$ cat src/rtl/cpu_pkg.sv
// Shared definitions for the Mini SRC control sequencer: opcodes, ALU codes,
// step states and the packed strobe bundle driven by the decoder.
package cpu_pkg;

  localparam logic [4:0] OP_LD   = 5'b00000;
  localparam logic [4:0] OP_LDI  = 5'b00001;
  localparam logic [4:0] OP_ST   = 5'b00010;
  localparam logic [4:0] OP_ADD  = 5'b00011;
  localparam logic [4:0] OP_SUB  = 5'b00100;
  localparam logic [4:0] OP_AND  = 5'b00101;
  localparam logic [4:0] OP_OR   = 5'b00110;
  localparam logic [4:0] OP_ADDI = 5'b01100;
  localparam logic [4:0] OP_ANDI = 5'b01101;
  localparam logic [4:0] OP_ORI  = 5'b01110;
  localparam logic [4:0] OP_NOP  = 5'b11010;
  localparam logic [4:0] OP_HALT = 5'b11011;

  localparam logic [4:0] ALU_ADD = 5'b00011;
  localparam logic [4:0] ALU_SUB = 5'b00100;
  localparam logic [4:0] ALU_AND = 5'b00101;
  localparam logic [4:0] ALU_OR  = 5'b00110;

  typedef enum logic [3:0] {
    T0, T1, T2, T3, T4, T5, T6, T7, HALT
  } stepStateT;

  typedef struct packed {
    logic pcOut;
    logic incPc;
    logic pcIn;
    logic marIn;
    logic mdrIn;
    logic mdrOut;
    logic irIn;
    logic yIn;
    logic zIn;
    logic zloOut;
    logic cSignOut;
    logic gra;
    logic grb;
    logic grc;
    logic rIn;
    logic rOut;
    logic baOut;
    logic memRead;
    logic memWrite;
  } strobesT;

  // Immediate-form opcodes map onto the ALU operation of their register form.
  function automatic logic [4:0] immAluOp(input logic [4:0] opcode);
    case (opcode)
      OP_ANDI: immAluOp = ALU_AND;
      OP_ORI:  immAluOp = ALU_OR;
      default: immAluOp = ALU_ADD;
    endcase
  endfunction

endpackage

$ cat src/rtl/control_unit.sv
// Hardwired step sequencer for the Mini SRC datapath.
//
// state | meaning
// T0    | fetch: PC onto bus, load MAR, Z <= PC+1
// T1    | fetch: PC <= Z, memory read into MDR
// T2    | fetch: MDR into IR
// T3    | execute: first operand (or nop / halt / illegal decision)
// T4    | execute: ALU operation into Z
// T5    | execute: writeback, or effective address into MAR for ld/st
// T6    | ld: memory read; st: source register into MDR
// T7    | ld: MDR into Ra; st: memory write
// HALT  | stopped, all strobes low, leaves only on clear
module control_unit
  import cpu_pkg::*;
#(
  parameter bit RESET_PC_LOAD = 1'b0
) (
  input  logic        clock,
  input  logic        clear,
  input  logic [31:0] IR,
  input  logic        stop,
  output logic        PCout,
  output logic        IncPC,
  output logic        PCin,
  output logic        MARin,
  output logic        MDRin,
  output logic        MDRout,
  output logic        IRin,
  output logic        Yin,
  output logic        Zin,
  output logic        ZLOout,
  output logic        CSignout,
  output logic        Gra,
  output logic        Grb,
  output logic        Grc,
  output logic        Rin,
  output logic        Rout,
  output logic        BAout,
  output logic        read,
  output logic        write,
  output logic [4:0]  aluControl,
  output logic        run,
  output logic        illegal
);

  stepStateT  state, nextState;
  logic       illegalQ;
  logic       setIllegal;
  logic       pcLoadPending;
  strobesT    sb;
  logic [4:0] opcode;
  logic       unusedIrBits;

  assign opcode       = IR[31:27];
  assign unusedIrBits = ^IR[26:0];

  // State, sticky illegal flag and the optional post-reset PC load pulse.
  always_ff @(posedge clock) begin
    if (clear) begin
      state         <= T0;
      illegalQ      <= 1'b0;
      pcLoadPending <= RESET_PC_LOAD;
    end else begin
      state         <= nextState;
      illegalQ      <= illegalQ | setIllegal;
      pcLoadPending <= 1'b0;
    end
  end

  // Next-state and strobe decode from the step state and the instruction.
  // clear forces the idle strobe set so nothing fires in the reset cycle;
  // stop in T0 suppresses the fetch so the PC is never incremented.
  always_comb begin
    sb         = '0;
    aluControl = ALU_ADD;
    run        = 1'b1;
    setIllegal = 1'b0;
    nextState  = state;

    if (pcLoadPending) begin
      sb.pcIn   = 1'b1;
      nextState = T0;
    end else begin
      case (state)
        T0: begin
          if (stop) begin
            nextState = HALT;
          end else begin
            sb.pcOut  = 1'b1;
            sb.marIn  = 1'b1;
            sb.incPc  = 1'b1;
            sb.zIn    = 1'b1;
            nextState = T1;
          end
        end
        T1: begin
          sb.zloOut  = 1'b1;
          sb.pcIn    = 1'b1;
          sb.memRead = 1'b1;
          sb.mdrIn   = 1'b1;
          nextState  = T2;
        end
        T2: begin
          sb.mdrOut = 1'b1;
          sb.irIn   = 1'b1;
          nextState = T3;
        end
        T3: begin
          case (opcode)
            OP_ADD, OP_SUB, OP_AND, OP_OR, OP_ADDI, OP_ANDI, OP_ORI: begin
              sb.grb    = 1'b1;
              sb.rOut   = 1'b1;
              sb.yIn    = 1'b1;
              nextState = T4;
            end
            OP_LDI, OP_LD, OP_ST: begin
              sb.grb    = 1'b1;
              sb.baOut  = 1'b1;
              sb.yIn    = 1'b1;
              nextState = T4;
            end
            OP_NOP:  nextState = T0;
            OP_HALT: nextState = HALT;
            default: begin
              nextState  = HALT;
              setIllegal = 1'b1;
            end
          endcase
        end
        T4: begin
          nextState = T5;
          case (opcode)
            OP_ADD, OP_SUB, OP_AND, OP_OR: begin
              sb.grc     = 1'b1;
              sb.rOut    = 1'b1;
              sb.zIn     = 1'b1;
              aluControl = opcode;
            end
            default: begin
              sb.cSignOut = 1'b1;
              sb.zIn      = 1'b1;
              aluControl  = immAluOp(opcode);
            end
          endcase
        end
        T5: begin
          sb.zloOut = 1'b1;
          if (opcode == OP_LD || opcode == OP_ST) begin
            sb.marIn  = 1'b1;
            nextState = T6;
          end else begin
            sb.gra    = 1'b1;
            sb.rIn    = 1'b1;
            nextState = T0;
          end
        end
        T6: begin
          sb.mdrIn  = 1'b1;
          nextState = T7;
          if (opcode == OP_ST) begin
            sb.gra  = 1'b1;
            sb.rOut = 1'b1;
          end else begin
            sb.memRead = 1'b1;
          end
        end
        T7: begin
          nextState = T0;
          if (opcode == OP_ST) begin
            sb.memWrite = 1'b1;
          end else begin
            sb.mdrOut = 1'b1;
            sb.gra    = 1'b1;
            sb.rIn    = 1'b1;
          end
        end
        HALT: begin
          run       = 1'b0;
          nextState = HALT;
        end
        default: nextState = T0;
      endcase
    end

    if (clear) begin
      sb         = '0;
      aluControl = ALU_ADD;
      run        = 1'b1;
      nextState  = T0;
      setIllegal = 1'b0;
    end
  end

  assign illegal  = illegalQ & ~clear;

  assign PCout    = sb.pcOut;
  assign IncPC    = sb.incPc;
  assign PCin     = sb.pcIn;
  assign MARin    = sb.marIn;
  assign MDRin    = sb.mdrIn;
  assign MDRout   = sb.mdrOut;
  assign IRin     = sb.irIn;
  assign Yin      = sb.yIn;
  assign Zin      = sb.zIn;
  assign ZLOout   = sb.zloOut;
  assign CSignout = sb.cSignOut;
  assign Gra      = sb.gra;
  assign Grb      = sb.grb;
  assign Grc      = sb.grc;
  assign Rin      = sb.rIn;
  assign Rout     = sb.rOut;
  assign BAout    = sb.baOut;
  assign read     = sb.memRead;
  assign write    = sb.memWrite;

endmodule

$ cat config.mk
export PLATFORM = sky130hd
export DESIGN_NAME = control_unit
export DESIGN_NICKNAME = d
export VERILOG_FILES = /design/src/rtl/cpu_pkg.sv /design/src/rtl/control_unit.sv
export SDC_FILE = /design/constraint.sdc
export NUM_CORES = 1
export LEC_CHECK = 0
export CORE_ASPECT_RATIO = 1.25
export CORE_MARGIN = 2
export CORE_UTILIZATION = 30
export DETAILED_ROUTE_END_ITERATION = 6
export PLACE_DENSITY = 0.77
export RECOVER_POWER = 50
export SYNTH_ARGS = -nofsm -noshare
export SYNTH_HDL_FRONTEND = slang
export SYNTH_SLANG_ARGS = --single-unit
$ cat constraint.sdc
create_clock -name clock -period 2.2 [get_ports clock]
set_input_delay 0.22 -clock clock [delete_from_list [all_inputs] [get_ports clock]]
set_output_delay 0.22 -clock clock [all_outputs]
set_load 0.01 [all_outputs]
Word level (Yosys, flattened, before mapping)
Index checks and enable logic that the tools add are counted.

operators by class
  equality and inequality tests = 19
  mux-type cells = 42
  bitwise logic cells = 3
  reduce and logical (&&, ||, !) cells = 10

operators by type and width
  cell                count
  $pmux 4 s8          1
  $mux 1              24
  $mux 19             1
  $eq 4x3->1 const B  4
  $eq 5x3->1 const B  3
  $eq 5x4->1 const B  3
  $mux 5              3
  $reduce_or 12->1    1
  $eq 5x2->1 const B  2
  $eq 5x5->1 const B  2
  $pmux 1 s2          5
  $reduce_or 10->1    1
  $eq 4x2->1 const B  2
  $pmux 4 s2          1
  $reduce_or 7->1     1
  $pmux 1 s3          2
  $pmux 3 s2          1
  $eq 5x1->1 const B  1
  $logic_not 5->1     1
  $eq 4x1->1 const B  1
  $eq 4x4->1 const B  1
  $logic_not 4->1     1
  $mux 2              2
  $mux 4              1
  8 further kinds     9

word-level totals
  register bits = 5
  input bits = 35
  word-level logic and storage cells = 76

Logic depth before layout (Yosys ltp)
Gate-level depths: netlist of run 1.

  depth after elaboration = 6
  mapped depth = 5

Worst setup path before layout of run 1
No wires, ideal clock.

  kind = reg2out
  from = register state[0]
  to = output port aluControl[2]
  arrival time = 1.501 ns
  path slack = 0.479 ns
  cell stages (with the launch flop) = 5
  buffers on the path = 1
  path through = dfxtp_1 -> or2_1 -> buf_6 -> or4b_4 -> nor3b_1

between the ends
  cells in the longest elaborated chain, start to end = 3

ends and longest elaborated chain
  what                      RTL line             source
  start: declaration        control_unit.sv:46   stepStateT state, nextState;
  start signal: assignment  control_unit.sv:64   state <= nextState;
  $eq 4x3->1                control_unit.sv:84   case (state)
  $mux 5                    control_unit.sv:84
  $mux 5                    control_unit.sv:185  if (clear) begin
  end: declaration          control_unit.sv:41   output logic [4:0] aluControl,

No other way between the ends.

Worst setup path after layout of run 1
  from = register state[0]
  to = output port aluControl[1]

The elaborated chain is that of the path after synthesis.

==> run summary, run 1 <==
Switching Share: 37.1%
Final cell count without fillers: 167
Synthesized area per cell: 6.50 um^2
Final setup fails: 0
Vias/cell: 5.44
Net switching power: 0.165 mW
WP data arrival: 1.91 ns
Starting density of the core: 32.4%
Final slew viol count: 0
Die Ht: 56.3 um
CP Max Fanout: 3
I/O Buffers: 31
DRT antenna net count: 0
Async S/R FF share, synth: 0%
Crit Path Class: register to primary output
Minimum clock period: 2.13 ns
Clock skew: 0.000639 ns
Clock Tree Buf Depth: 2
Clock transition at path regs: 0.04 ns
Combinational share of power: 50.9%
Top-count cell post-synth: nor2_1
HPWL after detailed placement: 1680 um
All-layer global routing usage: 17.6%
DRT iter0 DRCs: 12
Skew-Pair Late Insertion Delay: 0.24 ns
H-tree levels: 1
Hold Crit Class: input pin to register
RSZ-0062 raised after global routing: yes
WP data required: 1.98 ns
Initial antenna violation count: 0
#FFs+latches synth: 5
Endpoints failing hold: 0
Total global routing overflow: 0
Row Count: 18
Routed wire length: 2200 um
Max_cap viols: 0
CTS tree: built
IR drop worst, VDD: 0.160 mV
Layout cells sized above 1: 23.8%
LEAKAGE: 0.624 nW
Layout area overhead: 77.5%
Area leader, netlist: dfxtp_1
Post-synth top cells: 14 x nor2_1, 8 x nor3_1, 7 x clkbuf_1
Clk network pwr share: 24.5%
Final GP Congestion: 0.877
Mapped Cells: 101
1st-pass router iterations: 4
Crit start category: register
Core area: 0.00203 mm^2
Cell-internal power: 0.279 mW
Final net count: 183
N_diodes: 0
Sequential power share: 24.7%
Crit path max-delay cell type: or4b_4
Pwr/cell area: 381 mW/mm^2
Clk sink count: 5
Synth unique cells: 38
Status: complete, no violations
Post-Syn Area: 657 um^2
Setup WS pre-CTS: -0.173 ns
Num CTS Buffers: 3
Final core utilization: 57.5%
Tcrit/Tclk final: 96.7%
CP Cell Sequence: or2_1, or4b_4, a211o_1, dlygate4sd2_1
Routed WL per cell: 13.1 um
Top cell type's share of synthesized area: 15.2%
Placed Cells: 162
# fillers: 201
DIE WIDTH: 45.9 um
Synth Flop Type: dfxtp_1
Vias: 908
Fmax: 0.470 GHz
Pin count of the biggest net entering global routing: 16
Clk root buf: clkbuf_4
DRC violations left: 0
Post-route setup slack: 0.0729 ns
First-pass GRT wire length: 3510 um
# IOs: 61
Number of global-route vias before repair: 862
Area occupied by multi-input gates: 512 um^2
Area of the die: 0.00258 mm^2
Register area share after synthesis: 15.2%
Seq. cell area: 100 um^2
Number of synthesized flops with an enable pin: 0
Ranking of synthesized cells by area: dfxtp_1 15%, nor2_1 8.0%, nor3_1 6.1%
Synth warn: 0
Worst setup EP type: primary output
Critical path's largest stage delay: 0.54 ns
[metal layers]
layer / GRT usage (%) / vias to the layer above / wire length (um)
met5: 0 / - / 0
met4: 9.39 / 0 / 31
met3: 0.322 / 4 / 88
met2: 32.3 / 30 / 1200
met1: 18.8 / 423 / 875
li1: - / 451 / -
[area by class of cell]
| type | instances | area share [%] |
|---|---|---|
| sequential | 5 | 8.58 |
| tap | 20 | 2.15 |
| multi-input combinational | 80 | 43.9 |
| inverter | 4 | 1.29 |
| clock buffer | 4 | 2.25 |
| timing repair buffer | 54 | 41.8 |
[power by group through the flow]
stage / sequential, mW / combinational (mW) / clock, mW
after CTS: 0.110 / 0.217 / 0.110
final: 0.110 / 0.226 / 0.109
after floorplan: 0.109 / 0.118 / 0
after global routing: 0.111 / 0.245 / 0.115
after detailed placement: 0.110 / 0.214 / 0
after global placement: 0.110 / 0.210 / 0
[flip-flops by register name, summed over array words and instances, names as in the netlist]
name and count:
state 4, illegalQ 1
[cell usage in the layout, fill, tap and decap left out, drive strengths merged, types with 2 or more instances in the layout]
cell type	synthesis	layout
nor4	4	4
a211oi	2	2
buf	6	23
dlygate4sd2	0	10
a21oi	6	6
nor2b	4	4
nor3b	2	2
dfxtp	5	5
a211o	2	2
mux2i	2	2
dlymetal6s2s	0	7
nand2	6	6
clkbuf	7	4
or4	2	2
and3	3	3
nor2	15	15
o21ai	5	5
nor3	8	8
inv	4	4
or2	2	2
conb	1	2
clkdlybuf4s50	0	13
[path summary, 6_finish.rpt]
kind | cells past startpoint | from | slack (ns) | end
setup reg to reg | 5 | state[0] | 0.96 | state[3]
hold / removal | 3 | clear | 0.36 | illegalQ
hold reg to reg | 2 | illegalQ | 0.47 | illegalQ
setup / recovery | 4 | state[0] | 0.07 | aluControl[1]
[stage by stage]
step	hold slack [ns]	cell area (um^2)	power [mW]	TNS [ns]
floorplan	0.292	661	0.227	0
global placement	0.449	1090	0.320	-1.04
detailed placement	0.468	1090	0.324	-1.29
CTS	0.476	1120	0.437	-0.0170
global route	0.373	1170	0.471	-0.00494
finish	0.363	1170	0.444	0
[critical path, delay by kind of cell (launching register included)]
kind	cells	cell delay (ns)
simple gates	2	0.80
flops	1	0.30
buf+inv	1	0.28
compound gates	1	0.28
[kinds of logic (layout without fill, tap and decap cells)]
logic type / count (synthesis) / count (layout) / share of synthesized area (%)
buffers and inverters: 17 / 62 / 13.3
muxes: 3 / 3 / 4.76
AOI/OAI and AO/OA: 22 / 22 / 21.7
DFF: 5 / 5 / 15.2
other: 1 / 2 / 0.571
and+or+nand+nor: 52 / 52 / 43.0
xor gates and xnor gates: 1 / 1 / 1.33
[what timing repair did]
item,4_1_cts,5_1_grt
gates resized for setup,14,11
pin swaps,0,1
setup endpoints to repair,15,11
endpoints found under the hold margin,0,0
hold buffers,0,0
buffers inserted,0,1
Power figures use the tool's default switching activity.
==> run 2, diff against run 1 <==
CORE_UTILIZATION = 32   (was 30)
PLACE_DENSITY = 0.82   (was 0.77)
clock period = 2.68 ns   (was 2.2 ns; I/O delays follow)
==> run summary, run 2 (same netlist as run 1, synthesis figures left out) <==
CTS Hold Bufs: 0 (unchanged)
Clock Tree Buf Depth: 2 (unchanged)
HPWL after detailed placement: 1640 um (was 1680 um)
Layout cells sized above 1: 13.9% (was 23.8%)
LEAKAGE: 0.439 nW (was 0.624 nW)
Area occupied by multi-input gates: 473 um^2 (was 512 um^2)
# resized after CTS: 0 (was 14)
Pin count of the biggest net entering global routing: 15 (was 16)
Final slew viol count: 0 (unchanged)
Top reg by flops: state (unchanged)
Final GP Congestion: 0.880 (was 0.877)
Clock transition at path regs: 0.04 ns (about the same)
Layout area overhead: 59.4% (was 77.5%)
Critical path's largest stage delay: 0.58 ns (was 0.54 ns)
RSZ-0062 raised after global routing: no (was yes)
Pwr/cell area: 325 mW/mm^2 (was 381 mW/mm^2)
Max_cap viols: 0 (unchanged)
IR drop worst, VDD: 0.117 mV (was 0.160 mV)
Clock skew: 0.00471 ns (was 0.000639 ns)
Num CTS Buffers: 3 (unchanged)
Crit start category: input pin (was register)
Tcrit/Tclk final: 93.8%
DRT iter0 DRCs: 18 (was 12)
DIE WIDTH: 44.5 um (was 45.9 um)
All-layer global routing usage: 18.8% (was 17.6%)
CP Max Fanout: 3 (unchanged)
Skew-Pair Late Insertion Delay: 0.25 ns (was 0.24 ns)
Largest regs: state x4, illegalQ x1 (unchanged)
Final setup fails: 0 (unchanged)
CP Cell Sequence: clkdlybuf4s50_1, nor2_2, nand2_1, or4b_4, nor3b_1, clkdlybuf4s50_1 (was or2_1, or4b_4, a211o_1, dlygate4sd2_1)
Routed wire length: 2090 um (was 2200 um)
Vias/cell: 5.54 (was 5.44)
Seq. cell area: 100 um^2 (unchanged)
Die Ht: 54.7 um (was 56.3 um)
N_diodes: 0 (unchanged)
Max reg flops: 4 (unchanged)
Clk root buf: clkbuf_4 (unchanged)
Minimum clock period: 2.51 ns
First-pass GRT wire length: 3390 um (was 3510 um)
Flop-to-flop setup slack: 1.45 ns (was 0.96 ns)
Routed WL per cell: 13.3 um (was 13.1 um)
WP data required: 2.41 ns (was 1.98 ns)
CTS tree: built (unchanged)
Clk sink count: 5 (unchanged)
Total global routing overflow: 0 (unchanged)
# IOs: 61 (unchanged)
DRT antenna net count: 0 (unchanged)
Core area: 0.00196 mm^2 (was 0.00203 mm^2)
Crit path max-delay cell type: clkdlybuf4s50_1 (was or4b_4)
# fillers: 203 (was 201)
Starting density of the core: 33.5% (was 32.4%)
Vias: 869 (was 908)
Number of global-route vias before repair: 843 (was 862)
Endpoints failing hold: 0 (unchanged)
Worst setup EP type: primary output (unchanged)
Crit Path Class: input pin to primary output (was register to primary output)
Post-CTS setup buffer count: 0 (unchanged)
WP data arrival: 2.25 ns (was 1.91 ns)
Fmax: 0.398 GHz
I/O Buffers: 31 (unchanged)
Row Count: 18 (unchanged)
Final net count: 173 (was 183)
Most common cell after layout, fill and taps aside: clkdlybuf4s50_1 (was buf_4)
Pwr Total: 0.340 mW (was 0.444 mW)
1st-pass router iterations: 4 (unchanged)
DRC violations left: 0 (unchanged)
Setup TNS Final: 0 ns (unchanged)
Hold Crit Class: register to register (was input pin to register)
Area of the die: 0.00243 mm^2 (was 0.00258 mm^2)
H-tree levels: 1 (unchanged)
Most used cell, CP: clkdlybuf4s50_1
Status: complete, no violations (unchanged)
Initial antenna violation count: 0 (unchanged)
Most frequent cells in the layout: 22 x clkdlybuf4s50_1, 14 x nor2_1, 13 x buf_4 (was 23 x buf_4, 13 x nor2_1, 13 x clkdlybuf4s50_1)
## run 2: cell types whose count changed in the layout (fill, tap and decap cells not counted), moves of 2 or more
cell             delta
buf_4              -10
dlygate4sd2_1      -10
clkdlybuf4s50_1     +9
dlygate4sd3_1       +8
dlymetal6s2s_1      -7
nor4_1              +3
nor4_2              -2
o21ai_0             +2
o21ai_1             -2
## run 2: per-layer routing
metal  routed length, um  vias up  GRT usage [%]
met5                   0        -              0
met4                  34        0           12.1
met3                 115        3           2.31
met2                1090       33           33.6
met1                 842      405           20.6
li1                    -      428              -
## run 2: critical path: cells and delay by family
family        cells  cell delay, ns
buf+inv           2            1.03
simple gates      4            0.94
## run 2: worst paths after layout
path,from,endpoint,cells after the start
max,clear,aluControl[2],6
min,illegalQ,illegalQ,2
max reg2reg,state[0],state[3],5
min reg2reg,illegalQ,illegalQ,2
## run 2: layout make-up
class / count / area share [%]
Timing Repair Buffer: 44 / 38.9
Tap cell: 20 / 2.39
Sequential cell: 5 / 9.56
Inverter: 4 / 1.43
Clock buffer: 4 / 2.51
Multi-Input combinational cell: 80 / 45.2
## run 2: stage by stage
step / hold slack (ns) / cells / instance area, um^2 / setup slack (ns) / utilization [%]
finish: 0.469 / 157 / 1050 / 0.165 / 53.4
global route: 0.523 / 157 / 1050 / 0.0565 / 53.4
CTS: 0.477 / 157 / 1050 / 0.151 / 53.4
detailed placement: 0.465 / 153 / 1020 / 0.173 / 52.1
global placement: 0.451 / 153 / 1020 / 0.195 / 52.1
floorplan: 0.340 / 102 / 661 / 0.911 / -
## run 2: report_power, final
| group | switching [mW] | internal, mW | leakage [nW] |
|---|---|---|---|
| clock | 0.0344 | 0.0565 | 0.0150 |
| combinational | 0.0840 | 0.0755 | 0.383 |
| sequential | 0.00755 | 0.0823 | 0.0409 |
| total | 0.126 | 0.214 | 0.439 |
